`src/rtl/ejector_sink.sv`:
```
`default_nettype none
// ============================================================================
// Module   : ejector_sink
// Purpose  : Traffic sink on a router Local output port. It is the receive end
//            of the Req/Gnt/Full injector link. Accepted packets go into a
//            small FIFO and are drained to the local PE at a fixed rate.
//            Received and misrouted packets are counted for NoC statistics.
//            Optional PacketID sequence checking is built in when
//            EJECTOR_SEQ_CHECK_EN is defined.
// Ports    : clk          rising-edge clock
//            reset        synchronous reset, active-high
//            ReqUpStr     router transfer request (PacketIn stable while high)
//            GntUpStr     one-cycle grant, raised by the edge that captures
//            UpStrFull    FIFO holds FIFO_DEPTH entries
//            PacketIn     32-bit packet from the router Local output
//            PacketOut    packet popped to the PE, valid with ValidOut
//            ValidOut     one-cycle pulse per popped packet
//            PktCount     packets accepted since reset (wrapping)
//            DstErrCount  accepted packets not addressed here (saturating)
//            SeqErrCount  PacketID sequence errors (saturating, 0 if disabled)
// Packet   : {xDst[31:28], yDst[27:24], xSrc[23:20], ySrc[19:16],
//             PacketID[15:6], ModuleID[5:0]}
// Revision : 1.0 - initial release
// ============================================================================
module ejector_sink #(
    parameter logic [5:0] ROUTER_ID    = 6'b000_000,
    parameter int         DATA_WIDTH   = 32,
    parameter int         FIFO_DEPTH   = 4,
    parameter int         DRAIN_PERIOD = 1
) (
    input  logic                  clk,
    input  logic                  reset,
    input  logic                  ReqUpStr,
    output logic                  GntUpStr,
    output logic                  UpStrFull,
    input  logic [DATA_WIDTH-1:0] PacketIn,
    output logic [DATA_WIDTH-1:0] PacketOut,
    output logic                  ValidOut,
    output logic [31:0]           PktCount,
    output logic [15:0]           DstErrCount,
    output logic [15:0]           SeqErrCount
);

    localparam int c_PTR_W = $clog2(FIFO_DEPTH);
    localparam int c_CNT_W = c_PTR_W + 1;

    localparam logic [1:0] c_ST_IDLE    = 2'd0;
    localparam logic [1:0] c_ST_GRANT   = 2'd1;
    localparam logic [1:0] c_ST_RELEASE = 2'd2;

    logic [1:0]            r_state;
    logic [1:0]            w_nextState;
    logic                  w_push;
    logic                  w_pop;
    logic                  w_termCnt;
    logic                  w_dstErr;

    logic [DATA_WIDTH-1:0] r_mem [FIFO_DEPTH];
    logic [c_PTR_W-1:0]    r_wrPtr;
    logic [c_PTR_W-1:0]    r_rdPtr;
    logic [c_CNT_W-1:0]    r_count;
    logic [7:0]            r_divCnt;
    logic [DATA_WIDTH-1:0] r_pktOut;
    logic                  r_validOut;
    logic [31:0]           r_pktCount;
    logic [15:0]           r_dstErrCount;

    // Full is taken from the occupancy registered this cycle, so a pop on
    // the same edge never makes room for a push on that edge.
    assign UpStrFull   = (r_count == c_CNT_W'(FIFO_DEPTH));
    assign GntUpStr    = (r_state == c_ST_GRANT);
    assign PacketOut   = r_pktOut;
    assign ValidOut    = r_validOut;
    assign PktCount    = r_pktCount;
    assign DstErrCount = r_dstErrCount;

    assign w_termCnt = (r_divCnt == 8'(DRAIN_PERIOD - 1));
    assign w_pop     = w_termCnt && (r_count != '0);
    // Only the low three position bits of each destination field are
    // compared; the top bit of xDst/yDst is a direction flag.
    assign w_dstErr  = ({PacketIn[30:28], PacketIn[26:24]} != ROUTER_ID);

    // Handshake: capture in IDLE, grant for one cycle, then wait for the
    // sender to drop Req so that one request is never captured twice.
    always_comb begin
        w_nextState = r_state;
        w_push      = 1'b0;
        case (r_state)
            c_ST_IDLE: begin
                if (ReqUpStr && !UpStrFull) begin
                    w_push      = 1'b1;
                    w_nextState = c_ST_GRANT;
                end
            end
            c_ST_GRANT:   w_nextState = c_ST_RELEASE;
            c_ST_RELEASE: begin
                if (!ReqUpStr) begin
                    w_nextState = c_ST_IDLE;
                end
            end
            default:      w_nextState = c_ST_IDLE;
        endcase
    end

    always_ff @(posedge clk) begin
        if (reset) begin
            r_state <= c_ST_IDLE;
        end else begin
            r_state <= w_nextState;
        end
    end

    // Storage array carries no reset; occupancy and pointers define validity.
    always_ff @(posedge clk) begin
        if (w_push) begin
            r_mem[r_wrPtr] <= PacketIn;
        end
    end

    always_ff @(posedge clk) begin
        if (reset) begin
            r_wrPtr       <= '0;
            r_rdPtr       <= '0;
            r_count       <= '0;
            r_divCnt      <= '0;
            r_pktOut      <= '0;
            r_validOut    <= 1'b0;
            r_pktCount    <= '0;
            r_dstErrCount <= '0;
        end else begin
            r_divCnt   <= w_termCnt ? 8'd0 : r_divCnt + 8'd1;
            r_validOut <= w_pop;

            if (w_push) begin
                r_wrPtr    <= r_wrPtr + c_PTR_W'(1);
                r_pktCount <= r_pktCount + 32'd1;
                if (w_dstErr && (r_dstErrCount != 16'hFFFF)) begin
                    r_dstErrCount <= r_dstErrCount + 16'd1;
                end
            end

            if (w_pop) begin
                r_pktOut <= r_mem[r_rdPtr];
                r_rdPtr  <= r_rdPtr + c_PTR_W'(1);
            end

            if (w_push && !w_pop) begin
                r_count <= r_count + c_CNT_W'(1);
            end else if (w_pop && !w_push) begin
                r_count <= r_count - c_CNT_W'(1);
            end
        end
    end

`ifdef EJECTOR_SEQ_CHECK_EN
    logic [9:0]  r_expId [64];
    logic [15:0] r_seqErrCount;
    logic [5:0]  w_modId;
    logic [9:0]  w_pktId;

    assign w_modId     = PacketIn[5:0];
    assign w_pktId     = PacketIn[15:6];
    assign SeqErrCount = r_seqErrCount;

    // Expected ID always resyncs to the received ID + 1, so one gap in the
    // sequence is reported once rather than on every later packet.
    always_ff @(posedge clk) begin
        if (reset) begin
            for (int i = 0; i < 64; i++) begin
                r_expId[i] <= 10'd1;
            end
            r_seqErrCount <= '0;
        end else if (w_push) begin
            if ((w_pktId != r_expId[w_modId]) && (r_seqErrCount != 16'hFFFF)) begin
                r_seqErrCount <= r_seqErrCount + 16'd1;
            end
            r_expId[w_modId] <= w_pktId + 10'd1;
        end
    end
`else
    assign SeqErrCount = 16'd0;
`endif

endmodule
`default_nettype wire

```
`config.mk`:
```
export PLATFORM = sky130hd
export DESIGN_NAME = ejector_sink
export DESIGN_NICKNAME = d
export VERILOG_FILES = /design/src/rtl/ejector_sink.sv
export SDC_FILE = /design/constraint.sdc
export NUM_CORES = 1
export LEC_CHECK = 0
export CAP_MARGIN = 20
export CORE_MARGIN = 5
export CORE_UTILIZATION = 45
export DETAILED_ROUTE_END_ITERATION = 12
export PLACE_DENSITY = 0.71
export SETUP_SLACK_MARGIN = 0.4
export SLEW_MARGIN = 5
export SYNTH_ARGS = -nofsm -noshare
export SYNTH_HDL_FRONTEND = slang
export SYNTH_SLANG_ARGS = --single-unit
```
`constraint.sdc`:
```
create_clock -name clk -period 2.5 [get_ports clk]
set_clock_uncertainty 0.15 [all_clocks]
set_input_delay 0.25 -clock clk [delete_from_list [all_inputs] [get_ports clk]]
set_output_delay 0.25 -clock clk [all_outputs]
set_load 0.02 [all_outputs]
```
==> flow_summary.json <==
{
  "status": "complete, no violations",
  "postSynthCellCount": 684,
  "dominantRegCellSynth": "edfxtp_1",
  "dieArea_um2": 22900,
  "finalCritPeriodShare_pct": 86.1,
  "grt_pass1_wl_um": 30800,
  "antenna_found_initial": 2,
  "clkTransAtPathRegs_ns": 0.06,
  "wl_met3_um": 1170,
  "path_max_fanout": 4,
  "syn2layout_area_growth_pct": 30.0,
  "grt_pass1_vias": 5891,
  "drtIter0Drc": 279,
  "grt.total_usage_pct": 16.9,
  "crit_path_start_kind": "flop",
  "drive_gt1_share_pct": 19.1,
  "ir_drop_mv": 0.645,
  "clk_path_buf_depth": 3,
  "synth_cell_types": 49,
  "hold_viol_final": 0,
  "dp_slack_ns": -0.0315,
  "hpwl_um": 12300,
  "cp.arrival_ns": 2.43,
  "min_path_type": "primary input to flop",
  "drc": 0,
  "worstSetupEndpointType": "flop",
  "setup_ws_ns": 0.348,
  "vias_per_cell": 5.15,
  "die_h_um": 151,
  "ant_nets": 0,
  "floorplan.initialDensity_pct": 45.9,
  "slew_headroom_pct": 62.0,
  "clock-root-buffer": "clkbuf_16",
  "cts_max_level": 1,
  "via_count": 5740,
  "io_pins": 134,
  "cts_buffers": 24,
  "rsz0062_at_grt": "yes",
  "synth_seq_cells": 226,
  "setup_viol": 0,
  "drt-met1-wl_um": 7830,
  "clkLatencyLatePin_ns": 0.50,
  "grt-ovfl-total": 0,
  "async_reset_ff_share_pct": 0,
  "drv_cap": 0,
  "nets": 877,
  "core_um2": 19600,
  "wl_um": 19100,
  "n_antenna_cell": 0,
  "top_layer": "met5",
  "tightest_slew_ns": 0.570,
  "syn-mean-instance-area_um2": 13.1,
  "yosysWarningCount": 0,
  "finalSetupTns_ns": 0,
  "die_w_um": 151,
  "fmax_mhz": 465,
  "synth_edf_count": 128,
  "holdWs_ns": 0.0739,
  "io_buffers": 117,
  "grt_max_degree": 56,
  "powerDensity_nw_per_um2": 963,
  "hp-start": "reset",
  "p_leak_uw": 0.00397,
  "wire_per_inst_um": 17.2,
  "startpoint": "r_count[0]$_SDFFE_PP0P_",
  "routabilityCongestion": 0.854,
  "wl_met2_um": 9620,
  "core.rowCount": 51,
  "maxSlewViolCount": 0,
  "place_inst": 1063,
  "syn_area_um2": 8990,
  "clkSinkCount": 226,
  "cts_hold_buf": 0,
  "cts_tree": "yes",
  "ys_seq_area_share_pct": 64.6,
  "final_util_pct": 59.6,
  "post-route-min-period_ns": 2.15,
  "r2r-start": "r_count[0]$_SDFFE_PP0P_",
  "critPathKind": "flop to flop",
  "crit_required_ns": 2.78,
  "stdcell_count": 1114,
  "firstDrtPassIters": 4
}
## placed cells by master (no fill, tap or decap), drive strengths merged, types with 4 or more instances in the layout
cell type,instances
nor3,9
a21oi,42
ha,9
conb,16
clkinv,9
and4,6
nand4,14
dfxtp,98
clkbuf,29
nand3,23
and3,12
nor4,14
xor2,18
mux4,32
nand2,87
clkdlybuf4s50,113
inv,12
or3,4
buf,41
nor2,60
edfxtp,128
a2111oi,4
bufinv,6
xnor2,33
## registers in the layout, indices dropped and copies added, names as in the netlist
signal and count:
r_count 3, ValidOut 1, DstErrCount 16, PacketOut 32, PktCount 32, r_mem 128, r_divCnt 8, r_state 2
r_rdPtr 2, r_wrPtr 2
## timing repair
action,CTS,global route
resized for setup,10,20
cloned,0,0
endpoints found under the hold margin,0,0
pin swaps,1,5
endpoints found under the setup margin,11,20
setup buffers,5,3
## layer usage
metal / vias to the layer above / track usage, %
li1: 2743 / -
met1: 2806 / 21.0
met2: 148 / 29.9
met3: 39 / 3.50
met4: 4 / 5.12
met5: - / 0
## through the flow
stage	instance area [um^2]	total power [uW]
final	11700	11200
after global routing	11700	11800
after CTS	11600	11400
after detailed placement	10700	7480
after global placement	10700	7420
after floorplan	9130	6460
## cells by family (layout without fill, tap and decap cells)
| logic type | count (synthesis) | in the layout | share of synthesized area, % |
|---|---|---|---|
| buf+inv | 64 | 214 | 3.51 |
| flops | 226 | 226 | 64.6 |
| simple gates | 242 | 242 | 13.0 |
| compound gates | 55 | 55 | 4.08 |
| other cells | 1 | 16 | 0.0417 |
| xor+xnor | 51 | 51 | 4.97 |
| fa+ha+maj | 10 | 10 | 1.48 |
| mux | 35 | 35 | 8.36 |
## power breakdown
part | switching, uW | internal, uW
logic | 1470 | 1290
clock network | 1380 | 2440
registers | 260 | 4400
total | 3110 | 8130
## critical path: stages, from the launching register on
cell	delay, ns
dfxtp_4	0.36
nor3_2	0.15
and4b_2	0.29
clkinv_8	0.06
ha_4	0.12
inv_2	0.03
fa_2	0.32
xor2_1	0.16
or3_1	0.31
a21oi_1	0.13
## path summary, 6_finish.rpt
kind                                endpoint  slack [ns]  cells past startpoint
setup / recovery     r_count[2]$_SDFFE_PP0P_        0.35                      9
hold / removal     PktCount[28]$_SDFFE_PP0P_        0.07                      2
setup reg to reg     r_count[2]$_SDFFE_PP0P_        0.35                      9
hold reg to reg   PacketOut[14]$_SDFFE_PP0P_        0.31                      2
## cells in the mapped netlist, types with 4 or more instances
master / count / area share [%]
mux4_2: 32 / 8.0
or3_1: 4 / 0.28
nand2_1: 87 / 3.6
nor2_1: 60 / 2.5
dfxtp_1: 98 / 22
xor2_1: 18 / 1.8
nor3_1: 8 / 0.45
edfxtp_1: 128 / 43
and3_1: 12 / 0.84
clkbuf_1: 27 / 1.1
nor4_1: 13 / 0.90
inv_1: 11 / 0.46
nand3_1: 23 / 1.3
ha_1: 9 / 1.3
and4_1: 6 / 0.58
buf_2: 5 / 0.28
xnor2_1: 33 / 3.2
nand4_1: 14 / 0.97
buf_4: 16 / 1.3
a21oi_1: 41 / 2.3
## cell type report
cell class / instances / area, um^2
inverter: 14 / 66.3
sequential: 226 / 5820
timing repair buffer: 157 / 1550
multi-input combinational: 409 / 3040
fill: 1546 / 7910
tap: 265 / 332
clock inverter: 15 / 230
clock buffer: 28 / 637
(Power assumes the default switching activity.)
